**src/rtl/regfile_pkg.sv**
```systemverilog
// -----------------------------------------------------------------------------
// regfile_pkg
// Shared types and helpers for the multi-read-port register file.
//   clr_state_e      : sweep-clear FSM states (ST_IDLE, ST_CLEAR)
//   *_DEF            : default parameter values used by the interface and RTL
//   regfile_addr_ok  : range check, true when addr selects a real entry
// -----------------------------------------------------------------------------
package regfile_pkg;

  typedef enum logic [0:0] {
    ST_IDLE  = 1'b0,
    ST_CLEAR = 1'b1
  } clr_state_e;

  localparam int unsigned DATA_W_DEF = 32;
  localparam int unsigned DEPTH_DEF  = 64;
  localparam int unsigned NUM_RD_DEF = 2;

  // DEPTH need not be a power of two, so some encodable addresses are holes.
  function automatic logic regfile_addr_ok(input int unsigned addr,
                                           input int unsigned depth);
    return addr < depth;
  endfunction

endpackage

```
**src/rtl/regfile_if.sv**
```systemverilog
// -----------------------------------------------------------------------------
// regfile_if
// Bus bundle between a regfile client (master) and regfile_mp (slave).
//   reg_enable          : global enable for reads and writes
//   wr_en/addr/data     : single write port
//   rd_en/rd_addr       : NUM_RD read requests, port p at [p*ADDR_W +: ADDR_W]
//   rd_data/rd_valid    : registered read results, port p at [p*DATA_W +: DATA_W]
//   clr_req/busy        : sweep-clear request and in-progress flag
// -----------------------------------------------------------------------------
interface regfile_if
  import regfile_pkg::*;
#(
  parameter int unsigned DATA_W = DATA_W_DEF,
  parameter int unsigned DEPTH  = DEPTH_DEF,
  parameter int unsigned NUM_RD = NUM_RD_DEF
);
  localparam int unsigned ADDR_W = $clog2(DEPTH);

  logic                     reg_enable;
  logic                     wr_en;
  logic [ADDR_W-1:0]        wr_addr;
  logic [DATA_W-1:0]        wr_data;
  logic [NUM_RD-1:0]        rd_en;
  logic [NUM_RD*ADDR_W-1:0] rd_addr;
  logic [NUM_RD*DATA_W-1:0] rd_data;
  logic [NUM_RD-1:0]        rd_valid;
  logic                     clr_req;
  logic                     busy;

  modport master (
    output reg_enable, wr_en, wr_addr, wr_data, rd_en, rd_addr, clr_req,
    input  rd_data, rd_valid, busy
  );

  modport slave (
    input  reg_enable, wr_en, wr_addr, wr_data, rd_en, rd_addr, clr_req,
    output rd_data, rd_valid, busy
  );

endinterface

```
**src/rtl/regfile_clr_ctrl.sv**
```systemverilog
// -----------------------------------------------------------------------------
// regfile_clr_ctrl
// Sweep-clear engine: on clr_req in IDLE, walks indices 0..DEPTH-1, one per
// cycle, then returns to IDLE. busy is high for exactly DEPTH cycles.
//   clk, rst   : clock, synchronous active-high reset (aborts a sweep)
//   clr_req    : start pulse, ignored while a sweep runs
//   busy       : sweep in progress
//   clr_en     : entry clr_idx is zeroed at the next edge
//   clr_idx    : entry being zeroed
// -----------------------------------------------------------------------------
module regfile_clr_ctrl
  import regfile_pkg::*;
#(
  parameter  int unsigned DEPTH  = DEPTH_DEF,
  localparam int unsigned ADDR_W = $clog2(DEPTH)
) (
  input  logic              clk,
  input  logic              rst,
  input  logic              clr_req,
  output logic              busy,
  output logic              clr_en,
  output logic [ADDR_W-1:0] clr_idx
);

  localparam logic [ADDR_W-1:0] LAST_IDX = ADDR_W'(DEPTH - 1);

  clr_state_e        state_q, state_d;
  logic [ADDR_W-1:0] cnt_q, cnt_d;

  // NOTE: every always_comb output gets a default first so no path infers a latch.
  always_comb begin
    state_d = state_q;
    cnt_d   = cnt_q;
    unique case (state_q)
      ST_IDLE: begin
        if (clr_req) begin
          state_d = ST_CLEAR;
          cnt_d   = '0;
        end
      end
      ST_CLEAR: begin
        if (cnt_q == LAST_IDX) state_d = ST_IDLE;
        else                   cnt_d   = cnt_q + 1'b1;
      end
    endcase
  end

  // NOTE: state flops use non-blocking assignments so all flops update together.
  always_ff @(posedge clk) begin
    if (rst) begin
      state_q <= ST_IDLE;
      cnt_q   <= '0;
    end else begin
      state_q <= state_d;
      cnt_q   <= cnt_d;
    end
  end

  assign busy    = (state_q == ST_CLEAR);
  assign clr_en  = busy;
  assign clr_idx = cnt_q;

endmodule

```
**src/rtl/regfile_mp.sv**
```systemverilog
// -----------------------------------------------------------------------------
// regfile_mp
// Multi-read-port register file with one write port, registered reads
// (latency 1), per-port read-valid, optional hardwired-zero entry 0 and a
// sequential sweep clear.
//   clk, rst : clock, synchronous active-high reset (clears every entry)
//   bus      : regfile_if.slave (enable, write port, read ports, clear)
// Build option: define REGFILE_BYPASS_EN for write-first forwarding of a
// same-cycle write to matching read ports; otherwise reads are read-first.
// -----------------------------------------------------------------------------
module regfile_mp
  import regfile_pkg::*;
#(
  parameter int unsigned DATA_W    = DATA_W_DEF,
  parameter int unsigned DEPTH     = DEPTH_DEF,
  parameter int unsigned NUM_RD    = NUM_RD_DEF,
  parameter bit          ZERO_REG0 = 1'b0
) (
  input  logic      clk,
  input  logic      rst,
  regfile_if.slave  bus
);

  localparam int unsigned ADDR_W = $clog2(DEPTH);

  logic              busy;
  logic              clr_en;
  logic [ADDR_W-1:0] clr_idx;

  regfile_clr_ctrl #(.DEPTH(DEPTH)) u_clr_ctrl (
    .clk     (clk),
    .rst     (rst),
    .clr_req (bus.clr_req),
    .busy    (busy),
    .clr_en  (clr_en),
    .clr_idx (clr_idx)
  );

  logic [DATA_W-1:0]        mem_q [DEPTH];
  logic [DATA_W-1:0]        mem_d [DEPTH];
  logic [NUM_RD*DATA_W-1:0] rd_data_q, rd_data_d;
  logic [NUM_RD-1:0]        rd_valid_q, rd_valid_d;
  logic [ADDR_W-1:0]        rd_addr_a [NUM_RD];
  logic                     wr_fire;

  // Addresses that never hold data: holes past DEPTH, and entry 0 when hardwired.
  function automatic logic is_dead_addr(input logic [ADDR_W-1:0] a);
    return !regfile_addr_ok(32'(a), DEPTH) || (ZERO_REG0 && (a == '0));
  endfunction

  assign wr_fire = !busy && bus.reg_enable && bus.wr_en && !is_dead_addr(bus.wr_addr);

  always_comb begin
    for (int p = 0; p < NUM_RD; p++) begin
      rd_addr_a[p] = bus.rd_addr[p*ADDR_W +: ADDR_W];
    end
  end

  // The sweep and client writes are mutually exclusive (wr_fire needs !busy).
  always_comb begin
    mem_d = mem_q;
    if (clr_en) begin
      mem_d[clr_idx] = '0;
    end else if (wr_fire) begin
      mem_d[bus.wr_addr] = bus.wr_data;
    end
  end

  // Dead addresses still return rd_valid so the consumer is not stalled.
  always_comb begin
    rd_valid_d = '0;
    rd_data_d  = '0;
    for (int p = 0; p < NUM_RD; p++) begin
      if (!busy && bus.reg_enable && bus.rd_en[p]) begin
        rd_valid_d[p] = 1'b1;
        if (!is_dead_addr(rd_addr_a[p])) begin
`ifdef REGFILE_BYPASS_EN
          if (wr_fire && (bus.wr_addr == rd_addr_a[p])) begin
            rd_data_d[p*DATA_W +: DATA_W] = bus.wr_data;
          end else begin
            rd_data_d[p*DATA_W +: DATA_W] = mem_q[rd_addr_a[p]];
          end
`else
          rd_data_d[p*DATA_W +: DATA_W] = mem_q[rd_addr_a[p]];
`endif
        end
      end
    end
  end

  // NOTE: the storage is reset because reset must leave every entry at zero;
  // this keeps it in flops rather than a RAM macro.
  always_ff @(posedge clk) begin
    if (rst) begin
      for (int unsigned i = 0; i < DEPTH; i++) begin
        mem_q[i] <= '0;
      end
      rd_data_q  <= '0;
      rd_valid_q <= '0;
    end else begin
      mem_q      <= mem_d;
      rd_data_q  <= rd_data_d;
      rd_valid_q <= rd_valid_d;
    end
  end

  assign bus.rd_data  = rd_data_q;
  assign bus.rd_valid = rd_valid_q;
  assign bus.busy     = busy;

endmodule
```
**src/flat_wrapper.sv**
```systemverilog
// flat-port wrapper written by rule: the top's interface ports become plain ports
module regfile_mp_flat import regfile_pkg::*;
#(
  parameter int unsigned DATA_W    = DATA_W_DEF,
  parameter int unsigned DEPTH     = DEPTH_DEF,
  parameter int unsigned NUM_RD    = NUM_RD_DEF,
  parameter bit          ZERO_REG0 = 1'b0
)
  (clk, rst, bus_reg_enable, bus_wr_en, bus_wr_addr, bus_wr_data, bus_rd_en, bus_rd_addr, bus_clr_req, bus_rd_data, bus_rd_valid, bus_busy);
  regfile_if #(.DATA_W(DATA_W), .DEPTH(DEPTH), .NUM_RD(NUM_RD)) bus_i ();
  input  logic clk;
  input  logic rst;
  input wire logic [$bits(bus_i.reg_enable)-1:0] bus_reg_enable;
  input wire logic [$bits(bus_i.wr_en)-1:0] bus_wr_en;
  input wire logic [$bits(bus_i.wr_addr)-1:0] bus_wr_addr;
  input wire logic [$bits(bus_i.wr_data)-1:0] bus_wr_data;
  input wire logic [$bits(bus_i.rd_en)-1:0] bus_rd_en;
  input wire logic [$bits(bus_i.rd_addr)-1:0] bus_rd_addr;
  input wire logic [$bits(bus_i.clr_req)-1:0] bus_clr_req;
  output wire logic [$bits(bus_i.rd_data)-1:0] bus_rd_data;
  output wire logic [$bits(bus_i.rd_valid)-1:0] bus_rd_valid;
  output wire logic [$bits(bus_i.busy)-1:0] bus_busy;
  assign bus_i.reg_enable = bus_reg_enable;
  assign bus_i.wr_en = bus_wr_en;
  assign bus_i.wr_addr = bus_wr_addr;
  assign bus_i.wr_data = bus_wr_data;
  assign bus_i.rd_en = bus_rd_en;
  assign bus_i.rd_addr = bus_rd_addr;
  assign bus_i.clr_req = bus_clr_req;
  assign bus_rd_data = bus_i.rd_data;
  assign bus_rd_valid = bus_i.rd_valid;
  assign bus_busy = bus_i.busy;
  regfile_mp #(.DATA_W(DATA_W), .DEPTH(DEPTH), .NUM_RD(NUM_RD), .ZERO_REG0(ZERO_REG0)) u_core (.clk(clk), .rst(rst), .bus(bus_i));
endmodule
```
**config.mk**
```make
export PLATFORM = sky130hd
export DESIGN_NAME = regfile_mp_flat
export DESIGN_NICKNAME = d
export VERILOG_FILES = /design/src/rtl/regfile_pkg.sv /design/src/rtl/regfile_if.sv /design/src/rtl/regfile_clr_ctrl.sv /design/src/rtl/regfile_mp.sv /design/src/flat_wrapper.sv
export SDC_FILE = /design/constraint.sdc
export NUM_CORES = 2
export LEC_CHECK = 0
export CORE_MARGIN = 2
export CORE_UTILIZATION = 35
export DETAILED_ROUTE_END_ITERATION = 8
export SYNTH_ARGS = -nofsm -noshare
export SYNTH_HDL_FRONTEND = slang
export SYNTH_SLANG_ARGS = --single-unit
```
**constraint.sdc**
```tcl
create_clock -name clk -period 2.65 [get_ports clk]
set_input_delay 0.6625 -clock clk [delete_from_list [all_inputs] [get_ports clk]]
set_output_delay 0.6625 -clock clk [all_outputs]
set_load 0.005 [all_outputs]
```
# Word level (Yosys, flattened, before mapping)

Cells that the tools add are included.

Register bits after elaboration: 2121
Output and inout bits: 67
Input bits: 57
Word-level logic and storage cells: 120

Bitwise logic cells: 9
Reduce and logical (&&, ||, !) cells: 11
$add $sub $neg: 1
Magnitude comparators: 6
Equality and inequality tests: 3
Muxes and demuxes: 21

Operators with widths:

| kind                                                                         | number |
|---|---|
| 2048-bit two-way mux                                                         | 2 |
| 2048-bit bitwise AND                                                         | 1 |
| 2048-bit bitwise mux                                                         | 1 |
| 2048-bit inverter                                                            | 1 |
| 32-bit binary-select mux with 6-bit select                                   | 2 |
| 32-bit demux with 6-bit select                                               | 2 |
| 32-bit two-way mux                                                           | 6 |
| 7-bit >= comparator, second input constant                                   | 4 |
| 6-bit inverter with 7-bit output                                             | 4 |
| 7-bit by 1-bit less-than comparator with 1-bit output, second input constant | 2 |
| 6-bit two-way mux                                                            | 2 |
| 6-bit one-hot mux with 2 select lines                                        | 1 |
| 6-bit by 1-bit adder with 6-bit output, second input constant                | 1 |
| 6-bit == test, second input constant                                         | 1 |
| 1-bit logical AND                                                            | 6 |
| 1-bit two-way mux                                                            | 4 |
| 2-bit != test, second input constant                                         | 2 |
| 2-bit OR reduction                                                           | 2 |
| 1-bit inverter                                                               | 3 |
| 1-bit one-hot mux with 2 select lines                                        | 1 |
| 2-bit AND reduction                                                          | 1 |
| 2-bit nonzero test                                                           | 1 |
| 1-bit logical NOT                                                            | 1 |

# Logic depth before layout (Yosys ltp)

Word-level depth: 8
Gate-level depth with buffers: 11

# Hierarchy

A second synthesis with hierarchy kept.

Cells, all modules: 9680
Area, all modules: 102883.7 um^2

By module, submodules not included:

| module           | times used | cells an instance | sequential area each (um^2) | area each (um^2) |
|---|---|---|---|---|
| regfile_mp       | 1          | 9642              | 42320.6                     | 102513.3 |
| regfile_clr_ctrl | 1          | 38                | 140.1                       | 370.4 |

# Least setup slack after synthesis

Ideal clock, no wire load.

Kind: input -> register
From: in bus_rd_addr[6]
To: reg u_core.rd_data_q[49], in the netlist u_core.bus.rd_data[49]
Path slack: 0.090 ns
Path buffers: 3
Arrival: 2.433 ns
Stages: 7
Setup time: 0.127 ns
Required time: 2.523 ns
Cells stage by stage: buf_2 -> buf_6 -> buf_2 -> mux4_2 -> mux4_2 -> a22oi_1 -> o21ai_1

Cells in the longest elaborated chain, start to end: 4

Ends and longest elaborated chain:

| item                                                   | line               | text |
|---|---|---|
| start: declaration                                     | flat_wrapper.sv:18 | `input wire logic [$bits(bus_i.rd_addr)-1:0] bus_rd_addr;` |
| 6-bit inverter with 7-bit output (not written as such) | regfile_mp.sv:84   | `rd_data_d[p*DATA_W +: DATA_W] = mem_q[rd_addr_a[p]];` |
| 32-bit binary-select mux with 6-bit select             | regfile_mp.sv:84   |  |
| 32-bit two-way mux (not written as such) (2 in series) | regfile_mp.sv:84   |  |
| end signal: assignment                                 | regfile_mp.sv:102  | `rd_data_q <= rd_data_d;` |
| end: declaration                                       | regfile_mp.sv:41   | `logic [NUM_RD*DATA_W-1:0] rd_data_q, rd_data_d;` |

Every way passes these cells. The select of a mux whose other input is x is not followed.
A chain may end at the register's enable or synchronous reset.

# Worst setup path in the final report

From: in bus_rd_addr[4]
To: reg u_core.rd_data_q[31], in the netlist u_core.bus.rd_data[31]

Same word-level chain as after synthesis.

==> results.toml <==
[logic_synthesis]
synth_edf_count = 0
yosys.area.top_type = "dfxtp_1"
synth_area_um2 = 103000
synthTopCellsByArea = "dfxtp_1 41%, mux4_2 24%, a22oi_1 15%, nor2_1 7.9%, clkbuf_1 3.3%"
ys_async_sr_fraction = 0
synth_cell_types = 59
synth-seq-cells = 2121
postSynthCellCount = 9698
netlist.area_leader.share = 0.412
ys_seq_area_frac = 0.412
synth_warnings = 0
synth_ff_type = "dfxtp_1"
synth.most_common_cell = "nor2_1"
synth_common_cells = "2160 x nor2_1, 2121 x dfxtp_1, 2060 x a22oi_1"
syn-num-nets = 9756
postSynthAreaPerCell_um2 = 10.6

[cts]
clk_pin_slew_worst_paths_ns = 0.06
cts_max_level = 4
clockBufferDepth = 4
ctsHoldBuffers = 0
clk_latency_ns = 0.95
clockRootBuffer = "clkbuf_16"
cts_buffers = 221
tritoncts = "done"
clkSinkCount = 2121

[sta]
layout_min_cycle_time_ns = 2.83
totalNegativeSetupSlack_ns = -0.539
setup_violations = 5
rsz0062_at_grt = "yes"
finalMaxSlewViolations = 0
hold_violations = 0
layout_setup_ws_ns = -0.184
slew-limit-headroom = 0.0334
finClkSkew_ns = 0.0668
fmax_ghz = 0.353
min_period_over_period = 1.07
worst_pin_slew_ns = 1.41

[min_path]
hold_path_depth = 3
min_from = "bus_wr_data[30]"
hold_end = "u_core.mem_q[1054]"
hold_class = "input pin to register"

[finish]
drive_above_1_share = 0.296
syn2layout_area_growth_pct = 24.1
final_area_um2 = 128000
fin_nets = 10200

[worst_setup_path]
reg2reg_depth = 5
critPathMaxFanout = 15
crit_arrival_ns = 3.58
r2r-start = "u_core.mem_q[333]"
path_class = "input pin to register"
worst_path_most_repeated_cell = "buf_4"
worstPathCellList = "clkdlybuf4s50_1 > buf_12 > inv_2 > buf_4 > nand2_1 > buf_4 > a2111oi_0 > nor4_1"
slowest_stage = "a2111oi_0"
critical_path_buf_inv_count = 5
critPathCaptureType = "register"
cp-start-kind = "input pin"
r2r_slack_ns = -0.08
critPathMaxStageDelay_ns = 1.10
required_ns = 3.40
crit_family = "buffers and inverters"
timing.rr.end = "u_core.bus.rd_data[45]"

[floorplanning]
initial_utilization = 0.351
die-area_um2 = 299000
core-area_um2 = 293000
ios = 124
fp.dieW_um = 546
fp.dieH_um = 546
rows = 199

[place]
dp_slack_ns = -1.33
io_buffers = 123
gp_congestion = 1.05
postPlaceCellArea_um2 = 120000
place_hpwl_um = 341000

[global_route]
antenna_found_initial = 43
grt_pass1_wl_um = 695000
grt_overflow = 0
first_global_vias = 91200
track_usage = 0.320
grt_max_degree = 241

[route]
wl_per_cell_um = 34.9
drtAntennaViolNets = 0
first_iter_violations = 17300
routed_via_density = 6.70
routed_wl_um = 498000
drt_drc_violations_left = 0
vias = 95800
first_pass_iters = 7

[power_and_ir_drop]
powerDensity_nw_per_um2 = 553
leakage_nw = 44.6
ir_worst_vdd_mv = 0.562

[job]
timing.max_cap.violations = 1

[run_status]
status = "finished, violations left"
violations = "capacitance limit, setup timing"
[flip-flops by register name, indices dropped and copies added, names as in the netlist]
| name | flops |
|---|---|
| u_core.bus.rd_valid | 2 |
| u_core.mem_q | 2048 |
| u_core.u_clr_ctrl.busy | 1 |
| u_core.u_clr_ctrl.clr_idx | 6 |
| u_core.bus.rd_data | 64 |
[layer usage]
layer | global-route usage | vias to the layer above | wire length, um | share of wire
li1 | - | 37900 | - | -
met1 | 0.392 | 48000 | 174000 | 0.35
met2 | 0.460 | 7995 | 209000 | 0.42
met3 | 0.109 | 1856 | 68900 | 0.14
met4 | 0.250 | 24 | 45900 | 0.092
met5 | 0 | - | 166 | 0.00033
[worst max-delay path by stage]
stage                                      from                     end  slack [ns]  cells after the start
final                            bus_rd_addr[4]  u_core.bus.rd_data[31]       -0.18                      8
after global routing             bus_rd_addr[0]  u_core.bus.rd_data[22]       -0.07                      8
after detailed placement         bus_rd_addr[0]  u_core.bus.rd_data[22]       -1.33                      8
after global placement           bus_rd_addr[0]  u_core.bus.rd_data[29]       -1.94                      9
after floorplan                  bus_rd_addr[6]  u_core.bus.rd_data[49]        0.09                      7
after CTS                 u_core.bus.rd_data[7]          bus_rd_data[7]       0.001                      1
[metrics by stage]
| step | util | power (mW) | hold WS, ns | cells |
|---|---|---|---|---|
| 3_5_place_dp | 0.410 | 38.8 | 0.472 | 13900 |
| 5_1_grt | 0.435 | 72.0 | 0.208 | 14300 |
| 2_1_floorplan | - | 35.7 | 0.455 | 9698 |
| 3_3_place_gp | 0.410 | 38.7 | 0.463 | 13900 |
| 4_1_cts | 0.435 | 70.5 | 0.150 | 14300 |
| 6_report | 0.436 | 70.7 | 0.182 | 14300 |
[layout make-up]
type / count / area, um^2
Tap cell: 3919 / 4900
Sequential cell: 2121 / 42500
Inverter: 8 / 35.0
Timing Repair Buffer: 1455 / 16300
Clock buffer: 335 / 6670
Antenna cell: 23 / 57.6
Clock inverter: 59 / 677
Multi-Input combinational cell: 6365 / 56600
Fill cell: 27300 / 166000
[where the power goes]
group,switching [mW],total [mW],internal (mW)
Clock,14.1,32.4,18.3
Sequential,0.0878,32.0,31.9
Combinational,4.08,6.28,2.20
[worst register-to-register path, stage by stage, from the launching register on]
cell      delay, ns
dfxtp_1        0.32
mux4_2         0.46
o311ai_1       1.01
buf_12         0.20
o22ai_1        0.28
o31a_1         0.35
[timing repair]
item | 4_1_cts | 5_1_grt
setup buffers | 0 | 0
pin swaps | 0 | 1
resized for setup | 38 | 15
endpoints found under the setup margin | 31 | 10
gates cloned | 0 | 1
[kinds of logic after synthesis]
group	synth area share
and+or+nand+nor	0.0980
buffers and inverters	0.0503
muxes	0.262
adders and majority gates	0.000122
AOI/OAI and AO/OA	0.177
DFF	0.412
[placed cells by master (no fill, tap or decap), types with 7 or more instances in the layout]
cell type / n
diode_2: 23
o21ai_0: 21
mux4_2: 1116
nand2_1: 179
dfxtp_2: 22
clkdlybuf4s50_1: 78
nand3_1: 61
a31oi_1: 48
a21oi_4: 63
clkbuf_8: 72
a22oi_1: 2055
buf_2: 34
nor2b_1: 38
mux2_2: 23
clkbuf_16: 222
nor2_2: 8
o211ai_1: 9
dfxtp_1: 2094
o21ai_1: 18
mux2i_1: 162
o221ai_1: 16
and2_1: 29
or2_2: 7
bufinv_16: 10
nor2_4: 64
a21oi_1: 107
o22ai_1: 64
nand2b_1: 22
clkinv_2: 35
nor3_1: 26
buf_12: 407
nor2_1: 2088
clkbuf_1: 43
buf_4: 920
a211oi_1: 59
Note: power is estimated with default switching activity, not from simulation.
